`src/rtl/approx_add_arbiter.sv`:
```
// approx_add_arbiter
//   Shares one registered 6-bit lower-part-OR approximate adder between NREQ
//   requesters. A round-robin arbiter picks one valid requester per cycle,
//   and the sum is captured in a single-entry result register with a
//   valid/ready handshake towards the consumer.
//
// Parameters
//   NREQ : number of requesters (2..8)
//   P    : number of approximated low bits (0..5), P=0 is an exact adder
//   IDW  : width of res_id, at least ceil(log2(NREQ))
//
// Ports
//   clk        : clock, rising edge
//   rst        : synchronous active-high reset
//   req_valid  : per-requester operand valid
//   req_ready  : per-requester accept, at most one bit set
//   req_a      : operand A, requester i on bits [6i+5:6i]
//   req_b      : operand B, same slicing as req_a
//   res_valid  : result register holds a sum
//   res_ready  : consumer takes the result
//   res_data   : 7-bit sum, bit 6 is the carry-out
//   res_id     : requester that produced res_data
//
// Optional build macro APPROX_ADD_EXACT_MODE_EN
//   adds mode_exact (input, sampled on accept) selecting an exact A+B, and
//   res_exact (output) that records which mode produced res_data.
module approx_add_arbiter #(
    parameter int NREQ = 4,
    parameter int P    = 2,
    parameter int IDW  = 2
) (
    input  logic              clk,
    input  logic              rst,
    input  logic [NREQ-1:0]   req_valid,
    output logic [NREQ-1:0]   req_ready,
    input  logic [6*NREQ-1:0] req_a,
    input  logic [6*NREQ-1:0] req_b,
    output logic              res_valid,
    input  logic              res_ready,
    output logic [6:0]        res_data,
    output logic [IDW-1:0]    res_id
`ifdef APPROX_ADD_EXACT_MODE_EN
    ,
    input  logic              mode_exact,
    output logic              res_exact
`endif
);

    typedef enum logic {
        EMPTY = 1'b0,
        FULL  = 1'b1
    } state_t;

    state_t         state_q;
    logic [IDW-1:0] rr_ptr_q;
    logic [IDW-1:0] rr_ptr_d;
    logic [6:0]     res_data_q;
    logic [IDW-1:0] res_id_q;
    logic [6:0]     sum_d;

    logic           cand_found;
    logic [IDW-1:0] cand_idx;
    logic           can_load;
    logic           grant_ok;
    logic [5:0]     a_sel;
    logic [5:0]     b_sel;
    logic [6:0]     approx_sum;

    // Index base+off, wrapped back into 0..NREQ-1.
    function automatic logic [IDW-1:0] ptr_plus(input logic [IDW-1:0] base, input int off);
        int s;
        s = int'(base) + off;
        if (s >= NREQ) begin
            s = s - NREQ;
        end
        return IDW'(s);
    endfunction

    // Round-robin search: walk offsets from the far end down to 0 so the
    // last hit written is the one closest to rr_ptr_q.
    always_comb begin
        cand_found = 1'b0;
        cand_idx   = '0;
        for (int k = NREQ - 1; k >= 0; k--) begin
            if (req_valid[ptr_plus(rr_ptr_q, k)]) begin
                cand_found = 1'b1;
                cand_idx   = ptr_plus(rr_ptr_q, k);
            end
        end
    end

    // A new operand pair may load when the register is free now or is
    // being emptied on this same edge.
    assign can_load = (state_q == EMPTY) | ((state_q == FULL) & res_ready);
    assign grant_ok = cand_found & can_load & ~rst;

    for (genvar gi = 0; gi < NREQ; gi++) begin : g_ready
        assign req_ready[gi] = grant_ok && (cand_idx == IDW'(gi));
    end

    assign a_sel = req_a[6*int'(cand_idx) +: 6];
    assign b_sel = req_b[6*int'(cand_idx) +: 6];

    // Lower-part-OR adder. The low P bits are ORed; the AND of the top
    // approximated bit stands in for the carry into bit P, then bits P..5
    // ripple through the generate/propagate recurrence.
    always_comb begin
        logic carry;
        carry      = 1'b0;
        approx_sum = '0;
        for (int i = 0; i < 6; i++) begin
            if (i < P) begin
                approx_sum[i] = a_sel[i] | b_sel[i];
                carry         = (i == P - 1) ? (a_sel[i] & b_sel[i]) : 1'b0;
            end else begin
                approx_sum[i] = a_sel[i] ^ b_sel[i] ^ carry;
                carry         = (a_sel[i] & b_sel[i]) | ((a_sel[i] | b_sel[i]) & carry);
            end
        end
        approx_sum[6] = carry;
    end

`ifdef APPROX_ADD_EXACT_MODE_EN
    logic res_exact_q;
    assign sum_d = mode_exact ? ({1'b0, a_sel} + {1'b0, b_sel}) : approx_sum;
`else
    assign sum_d = approx_sum;
`endif

    assign rr_ptr_d = ptr_plus(cand_idx, 1);

    always_ff @(posedge clk) begin
        if (rst) begin
            state_q    <= EMPTY;
            rr_ptr_q   <= '0;
            res_data_q <= '0;
            res_id_q   <= '0;
`ifdef APPROX_ADD_EXACT_MODE_EN
            res_exact_q <= 1'b0;
`endif
        end else begin
            if (grant_ok) begin
                // Covers both EMPTY->FULL and FULL drained-and-refilled.
                state_q    <= FULL;
                res_data_q <= sum_d;
                res_id_q   <= cand_idx;
                rr_ptr_q   <= rr_ptr_d;
`ifdef APPROX_ADD_EXACT_MODE_EN
                res_exact_q <= mode_exact;
`endif
            end else if ((state_q == FULL) && res_ready) begin
                state_q <= EMPTY;
            end
        end
    end

    assign res_valid = (state_q == FULL);
    assign res_data  = res_data_q;
    assign res_id    = res_id_q;
`ifdef APPROX_ADD_EXACT_MODE_EN
    assign res_exact = res_exact_q;
`endif

endmodule

```
`config.mk`:
```
export PLATFORM = sky130hd
export DESIGN_NAME = approx_add_arbiter
export DESIGN_NICKNAME = d
export VERILOG_FILES = /design/src/rtl/approx_add_arbiter.sv
export SDC_FILE = /design/constraint.sdc
export NUM_CORES = 1
export LEC_CHECK = 0
export ABC_AREA = 1
export CELL_PAD_IN_SITES_DETAIL_PLACEMENT = 1
export CELL_PAD_IN_SITES_GLOBAL_PLACEMENT = 1
export CORE_ASPECT_RATIO = 0.7
export CORE_MARGIN = 1.5
export CORE_UTILIZATION = 23
export CTS_CLUSTER_SIZE = 14
export DETAILED_ROUTE_END_ITERATION = 10
export PLACE_DENSITY = 0.82
export SLEW_MARGIN = 0
export SYNTH_ARGS = -nofsm -noshare
export SYNTH_HDL_FRONTEND = slang
export SYNTH_SLANG_ARGS = --single-unit
```
`constraint.sdc`:
```
create_clock -name clk -period 3.4 [get_ports clk]
set_input_delay 0.51 -clock clk [delete_from_list [all_inputs] [get_ports clk]]
set_output_delay 0.51 -clock clk [all_outputs]
set_load 0.03 [all_outputs]
```
# [Word-level counts from Yosys, hierarchy flattened]
# Index checks and enable logic that the tools add are counted.
[word_totals] regBits=12 latchBits=0 ram_bits=0 mem_bits_ro=0 inputBits=55 output_inout_bits=14 wordCells=91 memories=0
[classes] addsub=9 multipliers=1 div=0 order_cmp=9 eq_ne=3 shift=2 muxes=23 bitwise_logic=33 reduce_logical=7
[ops] cell="variable part select 24 x 32 -> 6 bit" count=1
[ops] cell="variable part select 24 x 6 -> 6 bit" count=1
[ops] cell="two-way mux 2 bit" count=9
[ops] cell="AND 1 bit" count=12
[ops] cell="greater-or-equal comparator 3 bit (second input constant)" count=4
[ops] cell="< comparator 2 x 3 -> 1 bit (second input constant)" count=4
[ops] cell="bitwise OR 1 bit" count=11
[ops] cell="two-way mux 1 bit" count=10
[ops] cell="subtractor 2 x 1 -> 2 bit (second input constant)" count=5
[ops] cell="binary-select mux 1 bit (select 2 bit)" count=4
[ops] cell="bitwise XOR 1 bit" count=8
[ops] cell="adder 2 x 1 -> 3 bit (second input constant)" count=2
[ops] cell="adder 2 x 2 -> 3 bit (second input constant)" count=2
[ops] cell="logical AND 1 bit" count=5
[ops] cell="equality test 2 bit (second input constant)" count=2
[ops] cell="multiplier 2 x 2 -> 4 bit (first input constant)" count=1
[ops] cell="greater-or-equal comparator 2 x 3 -> 1 bit (second input constant)" count=1
[ops] cell="equality test 2 x 1 -> 1 bit (second input constant)" count=1
[ops] cell="zero test 2 bit" count=1
[ops] cell="NOT 1 bit" count=2
[ops] cell="nonzero test 2 bit" count=1

# [Depth between registers and ports, before layout]
# Gate-level depths: netlist of the first run.
[logic_depth] ltp_word=20 mapped_depth=21 mapped_depth_nobuf=20

# [Least setup slack after synthesis of the first run]
# No wires, ideal clock.
[synth_path] path_type="input port to flip-flop" from="input req_valid[1]" to="register res_data_q[5], in the netlist res_data[5]" setup_ps=113 arrival_ps=3142 required_ps=3287 path_slack_ps=145 cell_stages=18 path_buffers=1 cell_sequence="inv_1 o21ai_2 nor2_1 nor2_2 nand3_4 nand2_4 inv_4 buf_6 o211ai_1 o21ai_1 fa_1 fa_1 inv_1 fa_1 inv_1 fa_1 nand2_1 nand2_1"
[synth_between] elab_chain_len=16 word_cells_on_any_way=36 classes_between="1 x mul; 2 x shift; 16 x mux; 17 x bitwise"
[synth_rtl] element="start, declared" line_no="34" rtl="input logic [NREQ-1:0] req_valid,"
[synth_rtl] element="binary-select mux 1 bit (select 2 bit)" line_no="85" rtl="if (req_valid[ptr_plus(rr_ptr_q, k)]) begin"
[synth_rtl] element="two-way mux 1 bit (not written as such)" line_no="85"
[synth_rtl] element="two-way mux 2 bit (3 in a row)" line_no="85"
[synth_rtl] element="two-way mux 2 bit (*)" line_no="85"
[synth_rtl] element="multiplier 2 x 2 -> 4 bit (*)" line_no="101, 102"
[synth_rtl] element="variable part select 24 x 32 -> 6 bit / variable part select 24 x 6 -> 6 bit (equally long branches)" line_no="101, 102"
[synth_rtl] element="bitwise OR 1 bit / AND 1 bit (equally long branches)"
[synth_rtl] element="AND 1 bit" line_no="117" rtl="carry = (a_sel[i] & b_sel[i]) | ((a_sel[i] | b_sel[i]) & carry);"
[synth_rtl] element="bitwise OR 1 bit" line_no="117"
[synth_rtl] element="AND 1 bit" line_no="117"
[synth_rtl] element="bitwise OR 1 bit" line_no="117"
[synth_rtl] element="AND 1 bit" line_no="117"
[synth_rtl] element="bitwise OR 1 bit" line_no="117"
[synth_rtl] element="bitwise XOR 1 bit (*)" line_no="116" rtl="approx_sum[i] = a_sel[i] ^ b_sel[i] ^ carry;"
[synth_rtl] element="net approx_sum[5]" line_no="67" rtl="logic [6:0] approx_sum;"
[synth_rtl] element="end signal, assigned" line_no="145" rtl="res_data_q <= sum_d;"
[synth_rtl] element="end, declared" line_no="57" rtl="logic [6:0] res_data_q;"
# The timed path passes the listed nets; every way through them passes the cells marked *. The select of a mux whose other input is x is not followed.
# A chain may end at the register's enable or synchronous reset.

# [Worst setup path after layout of the first run]
[layout_path] from="input req_valid[3]" to="register res_data_q[5], in the netlist res_data[5]"
# The elaborated chain is that of the path after synthesis.

==> results of run 1 <==
==> Yosys cell counts, types with 3 or more instances <==
| cell | number | area, um^2 |
|---|---|---|
| nand2_2 | 5 | 31.28 |
| inv_1 | 25 | 93.84 |
| a21oi_1 | 8 | 40.04 |
| buf_6 | 4 | 45.04 |
| o211ai_1 | 4 | 30.03 |
| nand3_1 | 18 | 90.09 |
| nand2_1 | 44 | 165.2 |
| or2_2 | 4 | 25.02 |
| fa_1 | 4 | 80.08 |
| nor2_1 | 19 | 71.32 |
| o21ai_1 | 6 | 30.03 |
| ha_1 | 4 | 50.05 |
| o21ai_0 | 10 | 50.05 |
| nand2_4 | 3 | 33.78 |
| dfxtp_1 | 12 | 240.2 |
| nand3b_1 | 5 | 37.54 |
==> per-layer routing <==
metal	wire length (um)	global-route usage
met1	2268	0.2157
met2	2429	0.2976
met3	233	0.04108
met4	33	0.02734
met5	0	0
==> flip-flops by register name (all words and copies together), names as in the netlist <==
signal and cells:
res_data 7, res_id 2, rr_ptr_q 2, res_valid 1
==> worst min-delay path: stages, from the launching register on <==
cell,delay [ns]
dfxtp_1,0.31
nand3_1,0.08
nand2_1,0.05
==> stage by stage <==
step | power (W) | cells | worst slack (ns)
global route | 0.002688 | 362 | -0.01811
detailed placement | 0.002030 | 344 | -0.5168
CTS | 0.002307 | 355 | 0.01353
floorplan | 0.001411 | 195 | 0.1455
global placement | 0.001942 | 344 | -0.3702
finish | 0.002466 | 362 | 0.1098
==> power breakdown <==
group / internal, W / switching [W]
Combinational: 0.000926 / 0.00116
Clock: 0.0000779 / 0.0000500
Sequential: 0.000209 / 0.0000487
Total: 0.00121 / 0.00125
==> worst min-delay path by stage <==
stage	to	slack (ns)	cells past startpoint
6_report	res_data[6]	0.48	2
5_1_grt	res_data[6]	0.50	2
4_1_cts	res_data[6]	0.48	2
3_5_place_dp	res_data[6]	0.48	2
3_3_place_gp	res_data[6]	0.46	2
2_1_floorplan	rr_ptr_q[1]	0.51	2
==> timing repair <==
item / 4_1_cts / 5_1_grt
endpoints found under the hold margin: 0 / 0
hold buffers: 0 / 0
setup buffers: 8 / 7
endpoints found under the setup margin: 3 / 6
gates resized for setup: 29 / 19
pin swaps: 15 / 11
==> cell families after synthesis <==
logic type / Yosys count / synth area share
and+or+nand+nor: 105 / 0.4105
AOI/OAI and AO/OA: 34 / 0.1593
DFF: 12 / 0.1899
buffers and inverters: 36 / 0.1375
adders and majority gates: 8 / 0.1029
==> area by class of cell <==
cell class              instances  area (um^2)  share of cell area
well taps                      72        90.09             0.03799
multi-input cells             147        977.2              0.4121
inverters                      28        107.6             0.04538
flip-flops and latches         12        245.2              0.1034
clock buffers                   3        41.29             0.01741
repair buffers                100        909.6              0.3836
==> impl_results.md, run 1 <==
- Die Wd: 91.64 um
- CTS clk-pin slew, worst paths: 0.05 ns
- Leakage: 1.073 nW
- Post-DP HPWL: 3.824 mm
- Syn_area_per_cell: 6.487 um^2
- Most frequent cells in the layout: clkdlybuf4s50_1 (60), nand2_1 (35), buf_4 (35)
- Slew Viols, Final: 0
- Initial DRC Count: 40
- Instance count on the critical path: 20
- Per-cell routed wire length: 13.72 um
- Final Hold Fails: 0
- Top Family by Delay on Critical Path: adder cells
- Critical Path Max Stage Delay: 0.47 ns
- Crit. Startpoint: req_valid[3]
- Setup crit end: res_data[5]
- Synth Warn #: 0
- Status: finished, final reports clean
- Post-synth EDFFs: 0
- Core area: 5258 um^2
- Hold Worst Slack: 0.4801 ns
- Post-Syn Area: 1265 um^2
- Hold Crit Class: reg -> reg
- CTS sink cnt: 12
- Fillers: 655
- Crit path DAT: 3.42 ns
- R2R depth: 18
- DRC: 0
- Pre-antenna DRT Iters: 4
- Maximum clock path buffer count: 2
- Post-synth ARST share: 0
- Util after Layout: 0.4510
- First-pass GRT wire length: 8.052 mm
- Vias after detailed routing: 1614
- Initial antenna violation count: 0
- Vias in the first global route: 1714
- Max FO, Critical Path: 6
- Cells after Synth: 195
- Clk_skew: 0.002628 ns
- Share of cells above drive strength 1: 0.3172
- Pin count of the biggest net entering global routing: 13
- # IOs: 69
- # H-tree levels: 1
- Final setup TNS: 0 ns
- Main synth FF type: dfxtp_1
- Later-pin clock latency in the skew report: 0.24 ns
- N_diodes: 0
- Routed Antenna Nets: 0
- Final instance area: 2371 um^2
- CP bufs+invs: 4
- Final setup viols: 0
- Cell Area, Placed: 2087 um^2
- Crit share post-route: 0.9677
- Minimum clock period: 3.290 ns
- Peak supply drop: 0.3974 mV
- Critical-path cell list: dlygate4sd2_1, inv_2, nand2_2, nand3_2, nand2_2, nand3_4, nand2_2, nand2_4, nand2_8, or2_4, o211ai_1, o21ai_1, fa_2, fa_2, inv_2, fa_2, inv_2, fa_1, nand2_1, nand2_1
- Maximum clock rate: 303.9 MHz
- Power Dens Cells: 1040 nW/um^2
- Post-synthesis sequential area ratio: 0.1899
- Die area: 5961 um^2
- # port buffers: 68
- Slew @ Worst Pin: 0.3459 ns
- CTS tree: done
- Via-to-Cell Ratio: 4.459
- Post-synthesis register bit count: 12
- HP Start: res_data[6]
- Area Overhead vs Synth: 87.44%
- Setup crit start kind: input pin
- Worst setup path category: in -> reg
- Row count: 22
- Worst path required time: 3.53 ns
- GPL Wtd Cong: 0.7449
- Total wire length: 4.965 mm
- Gr usage total: 0.1702
- Max_cap viols: 0
- Slowest CP cell: fa_1
- Commonest non-fill, non-tap cell in the layout: clkdlybuf4s50_1
- Synthesized Nets: 258
- Die H: 65.05 um
- Rel. slew slack: 0.7687
- Setup crit end kind: flop
- R2R setup slack: 0.13 ns
- Gr ovfl total: 0
- CTS buffer count: 3
- Worst R2R End: res_data[5]
- Initial core utilization: 0.2406
- Yosys cell types: 31
- Fin nets: 355
- Worst R2R Start: rr_ptr_q[0]
- CTS root buf: clkbuf_8
Power figures use the tool's default switching activity.
==> run 2: changes to the inputs <==
CORE_MARGIN = default   (was 1.5)
==> run 2 against run 1 <==
Against the previous run: sequential share of layout area increased by 0.30 points; final cell count decreased by 1.7%; sequential power about the same; clock power increased by 21%; highest routed layer unchanged; setup slack improved by 0.025 ns.
==> impl_results.md, run 2 (same netlist as run 1, synthesis figures left out) <==
- Power Dens Cells: 1045 nW/um^2 (+0.46%)
- Slew Viols, Final: 0 (unchanged)
- Worst R2R End: res_data[5]
- Final setup viols: 0 (unchanged)
- Leakage: 1.043 nW (-2.9%)
- Worst R2R Start: rr_ptr_q[0]
- Later-pin clock latency in the skew report: 0.24 ns (about the same)
- Total power: 0.002407 W (-2.4%)
- Setup crit end kind: flop
- Core area: 5258 um^2 (unchanged)
- Sw Ratio: 0.5032 (-0.005190)
- Minimum clock period: 3.265 ns (-0.02491 ns)
- R2R setup slack: 0.16 ns (+0.03 ns)
- Setup crit end: res_data[5]
- GPL Wtd Cong: 0.8035 (+7.9%)
- Slew @ Worst Pin: 0.3360 ns (-0.009957 ns)
- Final Hold Fails: 0 (unchanged)
- CTS sink cnt: 12 (unchanged)
- Hold Crit Class: reg -> reg
- Routed Antenna Nets: 0 (unchanged)
- DRC: 0 (unchanged)
- Fin nets: 348 (-2.0%)
- Initial DRC Count: 40 (unchanged)
- CP bufs+invs: 4 (unchanged)
- CTS tree: done
- R2R depth: 20 (+2)
- Crit path DAT: 3.40 ns (-0.02 ns)
- Post-DP HPWL: 3.796 mm (-0.75%)
- Via-to-Cell Ratio: 4.424 (-0.77%)
- Instance count on the critical path: 20 (unchanged)
- Critical-path cell list: dlygate4sd2_1, inv_2, nand2_2, nand3_2, nand2_2, nand3_4, nand2_2, nand2_4, nand2_4, or2_4, o211ai_1, o21ai_1, fa_2, fa_2, inv_2, fa_2, inv_1, fa_1, nand2_1, nand2_1
- Crit. Startpoint: req_valid[0]
- Clk_skew: 0.001863 ns (-0.0007651 ns)
- Cell Area, Placed: 2117 um^2 (+1.4%)
- Seq pwr share: 0.108 (+0.004)
- Rel. slew slack: 0.7758 (+0.007114)
- Gr usage total: 0.1639 (-0.006224)
- Slowest CP cell: fa_1
- Share of cells above drive strength 1: 0.2887 (-0.02851)
- Area Overhead vs Synth: 82.10%
- Die area: 5805 um^2 (-2.6%)
- N_diodes: 0 (unchanged)
- Footprint of the multi-input gates: 945.9 um^2 (-3.2%)
- # IOs: 69 (unchanged)
- Top Family by Delay on Critical Path: adder cells
- Pin count of the biggest net entering global routing: 13 (unchanged)
- Pre-antenna DRT Iters: 4 (unchanged)
- Final setup TNS: 0 ns (unchanged)
- CTS root buf: clkbuf_8
- Die H: 64.05 um (-1.5%)
- Setup ws final: 0.1347 ns (+0.02491 ns)
- Crit share post-route: 0.9604 (-0.007327)
- Max_cap viols: 0 (unchanged)
- Fillers: 659 (+0.61%)
- Most frequent cells in the layout: clkdlybuf4s50_1 (60), nand2_1 (36), buf_4 (28)
- Max FO, Critical Path: 6 (unchanged)
- Initial antenna violation count: 0 (unchanged)
- Vias in the first global route: 1675 (-2.3%)
- Per-cell routed wire length: 12.93 um (-5.7%)
- Gr ovfl total: 0 (unchanged)
- Maximum clock rate: 306.3 MHz (+0.76%)
- Maximum clock path buffer count: 2 (unchanged)
- Util after Layout: 0.4381 (-0.01285)
- Worst setup path category: in -> reg
- Final instance area: 2303 um^2 (-2.8%)
- CTS clk-pin slew, worst paths: 0.05 ns (about the same)
- Row count: 22 (unchanged)
- # port buffers: 68 (unchanged)
- Commonest non-fill, non-tap cell in the layout: clkdlybuf4s50_1
- Die Wd: 90.64 um (-1.1%)
- Combinational fraction of design power: 0.828 (-0.016)
- # H-tree levels: 1 (unchanged)
- Status: finished, final reports clean
- Worst path required time: 3.53 ns (about the same)
- Setup crit start kind: input pin
- Total wire length: 4.602 mm (-7.3%)
- Max reg flops: 7 (unchanged)
- Initial core utilization: 0.2406 (unchanged)
- Vias after detailed routing: 1575 (-2.4%)
- Cell Int Power: 0.001196 W (-1.4%)
- Net Sw Power: 0.001211 W (-3.4%)
- Cts hold-fix bufs: 0 (unchanged)
- CTS buffer count: 3 (unchanged)
- Place WS: -0.4898 ns (+0.02692 ns)
- Sequential cell area: 245.2 um^2 (unchanged)
- Peak supply drop: 0.4130 mV (+3.9%)
- First-pass GRT wire length: 7.755 mm (-3.7%)
- Clk pwr share: 0.064 (+0.012)
- Critical Path Max Stage Delay: 0.42 ns (-0.05 ns)
run 2: cell count changes in the layout (fill, tap and decap cells not counted), sizes merged:
cell	change
buf	-7
dlygate4sd2	+1
run 2: layer usage:
metal / vias to the layer above / share of wire / global-route usage
li1: 801 / - / -
met1: 730 / 0.48 / 0.2132
met2: 42 / 0.48 / 0.2926
met3: 2 / 0.042 / 0.03452
met4: 0 / 0.00087 / 0.006048
met5: - / 0 / 0
run 2: worst min path at each step:
stage	end	depth (start not counted)	from
after CTS	res_data[6]	2	res_data[6]
after global routing	res_data[2]	2	res_data[2]
after floorplan	rr_ptr_q[1]	2	rr_ptr_q[1]
final	res_data[6]	2	res_data[6]
after global placement	res_data[2]	2	res_data[2]
after detailed placement	res_data[2]	2	res_data[2]
run 2: timing repair:
item / CTS / global route
endpoints found under the setup margin: 3 / 2
resized for setup: 28 / 13
endpoints found under the hold margin: 0 / 0
buffers inserted: 4 / 0
pin swaps: 11 / 3
run 2: cell type report:
| cell class | count | area share |
|---|---|---|
| multi-input cells | 147 | 0.4106 |
| repair buffers | 93 | 0.3721 |
| flip-flops and latches | 12 | 0.1065 |
| inverters | 28 | 0.04780 |
| well taps | 72 | 0.03911 |
| clock buffers | 4 | 0.02390 |
run 2: power groups by stage:
stage                     clock [W]  sequential, W  combinational (W)
after floorplan                   0       0.000327            0.00108
after global placement            0       0.000250            0.00175
after detailed placement          0       0.000250            0.00183
after CTS                  0.000159       0.000253            0.00196
after global routing       0.000167       0.000263            0.00223
final                      0.000155       0.000260            0.00199
run 2: worst min-delay path, cell delays in order (launching register included):
cell	delay, ns
dfxtp_1	0.31
nand3_1	0.07
nand2_1	0.05
run 2: through the flow:
step | hold WS, ns | instances
5_1_grt | 0.5105 | 356
3_3_place_gp | 0.4608 | 348
4_1_cts | 0.4802 | 356
3_5_place_dp | 0.4720 | 348
2_1_floorplan | 0.5133 | 195
6_report | 0.4772 | 356
==> run 3: changes to the inputs <==
HOLD_SLACK_MARGIN = 0.05   (was default)
==> results of run 3 <==
Same layout as run 2: the final DEF is identical, and so are final timing and power.
==> patch 1, RTL diff (flow settings as in run 1) <==
Change the parameter `NREQ` from 4 to 5.
--- a/src/rtl/approx_add_arbiter.sv
+++ b/src/rtl/approx_add_arbiter.sv
@@ -26,5 +26,5 @@
 //   res_exact (output) that records which mode produced res_data.
 module approx_add_arbiter #(
-    parameter int NREQ = 4,
+    parameter int NREQ = 5,
     parameter int P    = 2,
     parameter int IDW  = 2
Interface: changed (resized req_a, req_b, req_ready and req_valid); port bits go from 69 to 83. The function was not compared with the original's and may differ.
==> patch 1 against run 1 <==
- area after synthesis is 22% higher
- sequential cell count stayed put
- sequential power is 4% lower
- first-iteration DRC count is 65% higher
- power is 34% higher
- final area is 16% higher
- worst setup slack worse by 0.40 ns
- clock power is 23% higher
- maximum frequency is 11% lower
- the run now ends with setup timing left
- cell count is 18% higher
- wire length is 15% higher
==> patch 1: results (changes against run 1) <==
* Portion of the post-synthesis area used by sequential elements: 15.6% (-3.4 points)
- Filler instances: 820 (+25%)
- Pin slew with the least headroom to its limit: 0.678 ns (+0.332 ns)
* Placement Setup Slack: -0.611 ns (-0.0944 ns)
- Max stage delay cell, worst path: sky130_fd_sc_hd__fa_2
- Summed negative setup slack over all endpoints: -0.305 ns (-0.305 ns)
- The placed cell area came to 2540 um^2 (+22%).
- The peak supply drop came to 0.385 mV (-3.0%).
* Arrival time of the worst setup path: 3.82 ns (+0.40 ns)
* Util after Layout: 43.1% (-2.0 points)
- The count of different cell masters after synthesis came to 32 (+3.2%).
- Routed via count divided by cell count: 4.49 (+0.67%)
- The largest driver fanout on the critical path is 5 (-1).
- Pin count of the biggest net entering global routing: 15 (+2)
- Maximum clock skew at final layout: 0.00299 ns (+0.000364 ns)
- The setup violation total in the final timing report was 2 (+2).
- Drt initial violations: 66 (+65%)
* Ranking of synthesized cells by area: sky130_fd_sc_hd__dfxtp_1 16%, sky130_fd_sc_hd__nand2_1 10%, sky130_fd_sc_hd__ha_1 8.1%
* Number of placed instances, taps included: 416 (+21%)
* Clock distribution power: 0.158 mW (+23%)
* Power per cell area: 1200 nW/um^2 (+15%)
- Synthesized Nets: 316 (+22%)
* Power of the sequential group: 0.248 mW (-4%)
- Final worst hold slack: 0.485 ns (+0.00495 ns)
- The post-layout instance count excluding filler cells is 426 (+18%).
- The final reports fail on setup timing.
* Sum of net half-perimeters after detailed placement: 4.70 mm (+23%)
* Cell types with the highest counts after synthesis: 41 x sky130_fd_sc_hd__nand2_1, 27 x sky130_fd_sc_hd__inv_1, 27 x sky130_fd_sc_hd__nor2_1
* Final worst setup slack: -0.290 ns (-0.400 ns)
- The maximum cell stage delay along the critical path came to 0.42 ns (-0.05 ns).
* Outcome: complete, but fails checks
patch 1: cell count changes in the layout (fill, tap and decap cells not counted), moves of 5 or more:
cell,delta
sky130_fd_sc_hd__inv_1,+5
sky130_fd_sc_hd__nand3_1,+6
sky130_fd_sc_hd__nor2_1,+6
sky130_fd_sc_hd__o21ai_1,+6
sky130_fd_sc_hd__nand2_2,-6
sky130_fd_sc_hd__o21ai_0,+7
patch 1: what timing repair did:
item                                    4_1_cts  5_1_grt
resized for setup                            23        8
pin swaps                                    10        6
endpoints found under the setup margin        3        5
buffers inserted                              6        0
patch 1: layer usage:
layer / vias up / part of all wire (%) / global-route usage, %
li1: 971 / - / -
met2: 46 / 50 / 29.4
met3: 2 / 4.5 / 3.41
met5: - / 0 / 0
met4: 0 / 0.39 / 2.78
met1: 893 / 45 / 21.1
patch 1: cell families (layout without fill, tap and decap cells):
| family | count (synthesis) | after routing | share of synthesized area, % |
|---|---|---|---|
| and+or+nand+nor | 108 | 108 | 34.1 |
| AOI/OAI and AO/OA | 56 | 56 | 22.5 |
| DFF | 12 | 12 | 15.6 |
| adders and majority gates | 14 | 14 | 13.3 |
| buffers and inverters | 44 | 145 | 14.4 |
patch 1: final timing paths:
check,endpoint,from,cells past startpoint
hold reg to reg,res_data[5],res_data[5],2
setup / recovery,res_data[5],rr_ptr_q[0],23
hold / removal,res_data[5],res_data[5],2
setup reg to reg,res_data[5],rr_ptr_q[0],23
patch 1: cell type report:
| cell class | instances | share of cell area [%] |
|---|---|---|
| Inverter | 36 | 5.29 |
| Sequential cell | 12 | 8.93 |
| Multi-Input combinational cell | 178 | 44.2 |
| Timing Repair Buffer | 105 | 35.4 |
| Clock buffer | 4 | 2.01 |
| Tap cell | 91 | 4.15 |
==> patch 2, RTL diff (settings of run 1) <==
Without the edit above. Make the reset (`rst`) asynchronous in one clocked block. Comments in the files are not updated.
--- a/src/rtl/approx_add_arbiter.sv
+++ b/src/rtl/approx_add_arbiter.sv
@@ -130,5 +130,5 @@
     assign rr_ptr_d = ptr_plus(cand_idx, 1);
 
-    always_ff @(posedge clk) begin
+    always_ff @(posedge clk or posedge rst) begin
         if (rst) begin
             state_q    <= EMPTY;
Check against the original RTL: differs if rst is asserted again (counterexample within 4 cycles, from zero or initial values and one cycle with rst high); with rst held inactive, the same outputs for 10 cycles.
==> patch 2 against run 1 <==
- the run now ends with setup timing left
- non-clock buffer count is 5 higher
- critical path depth is 3 lower
- area after synthesis is 2.4% higher
- sequential cell count stayed put
- combinational power is 38% higher
- first-iteration DRC count is 5.0% higher
- global-route usage is 0.74 points higher
- worst setup slack worse by 0.13 ns
- sequential power is 8.9% higher
- wire length is 7.8% higher
- power is 34% higher
- die area is 2.3% higher
- final area is 6.0% higher
- critical endpoint is now res_data[5]
- largest cell class unchanged
- highest routed layer unchanged
==> patch 2: results (changes against run 1) <==
* Outcome: complete, but fails checks
* Violations in the final reports: setup timing
* Clk_buf instances: 4 (+1)
- Ranking of synthesized cells by area: sky130_fd_sc_hd__dfrtp_1 23%, sky130_fd_sc_hd__nand2_1 14%, sky130_fd_sc_hd__nor2_1 7.2%
- The count of inverters other than clock inverters in the layout is 21 (-25%).
- The path with the worst hold slack has its endpoint at res_id[0].
- The area taken by multi-input logic gates came to 1010 um^2 (+3.8%).
- The placed cell area was 2160 um^2 (+3.3%).
* Post-synthesis adder-cell area fraction: 10.0% (-0.24 points)
- Arrival time of the worst setup path: 3.56 ns (+0.14 ns)
- The setup skew after layout was 0.00154 ns (-0.00109 ns).
- Drt initial violations: 42 (+5.0%)
- The slowest stage of the critical path is the sky130_fd_sc_hd__dfrtp_2 cell.
- Fraction of final layout cells with drive strength greater than 1: 35.9% (+4.1 points)
* Max FO, Critical Path: 8 (+2)
- Number of placed instances, taps included: 343 (-0.29%)
* Unique masters post-synth: 24 (-23%)
- The via count of the first global-routing pass was 1806 (+5.4%).
* Global-route wire length before repair: 8.52 mm (+5.8%)
* Sum of net half-perimeters after detailed placement: 3.86 mm (+1.0%)
* Buffers excl. clock: 105 (+5.0%)
- Share of flip-flops with an asynchronous set or reset after synthesis: 100% (+100 points)
* Crit Path Class: reg2reg
- Total global-route track usage: 17.8% (+0.74 points)
* Synthesized area: 1290 um^2 (+2.4%)
- The total negative slack was -0.0312 ns (-0.0312 ns).
- The worst hold path begins at res_id[0].
- Placement Setup Slack: -0.410 ns (+0.107 ns)
- Final weighted congestion in routability-driven placement: 0.795 (+6.7%)
* Count of multi-input combinational gates: 148 (+0.68%)
* Ys flop type: sky130_fd_sc_hd__dfrtp_1
* Pin count of the biggest net entering global routing: 19 (+6)
* Synthesized-area fraction occupied by ao, oa, aoi and oai cells: 13.7% (-2.2 points)
- Final worst setup slack: -0.0231 ns (-0.133 ns)
- The internal power was 1.62 mW (+34%).
* Clk cell area share: 2.19% (+0.45 points)
- Fraction of area in registers: 12.0% (+1.7 points)
- The critical path ends at res_data[5].
- The power spent charging and discharging nets was 1.68 mW (+34%).
- The worst-case hold slack was 0.485 ns (+0.00486 ns).
- Filler instances: 656 (+0.15%)
- Lkg Pwr: 1.14 nW (+6.3%)
- Non-clock buffer share of cell area: 38.6% (+0.26 points)
- The setup violation total in the final timing report is 2 (+2).
==> patch 2: cell count changes after synthesis, sizes merged, moves of 5 or more <==
| cell | delta |
|---|---|
| dfrtp | +12 |
| inv | -7 |
| nand3b | -5 |
| nor2 | +7 |
| nand2 | +5 |
| dfxtp | -12 |
| a21oi | -5 |
==> patch 2: critical path, delay by kind of cell (launching register included) <==
kind / cells / cell delay, ns
flip-flops: 1 / 0.49
adder cells (fa/ha/maj): 4 / 1.34
AO/OA/AOI/OAI: 3 / 0.52
AND/OR/NAND/NOR: 6 / 0.63
buffers and inverters: 4 / 0.33
==> patch 2: repair_timing <==
action	CTS	global route
pin swaps	21	21
gates resized for setup	31	25
setup endpoints to repair	2	3
setup buffers	14	1
==> patch 2: metal layers <==
layer / global-route usage (%) / vias up / routed length [um]
li1: - / 801 / -
met1: 23.1 / 771 / 2480
met2: 31.5 / 39 / 2610
met3: 1.84 / 10 / 173
met4: 4.73 / 0 / 91
met5: 0 / - / 0
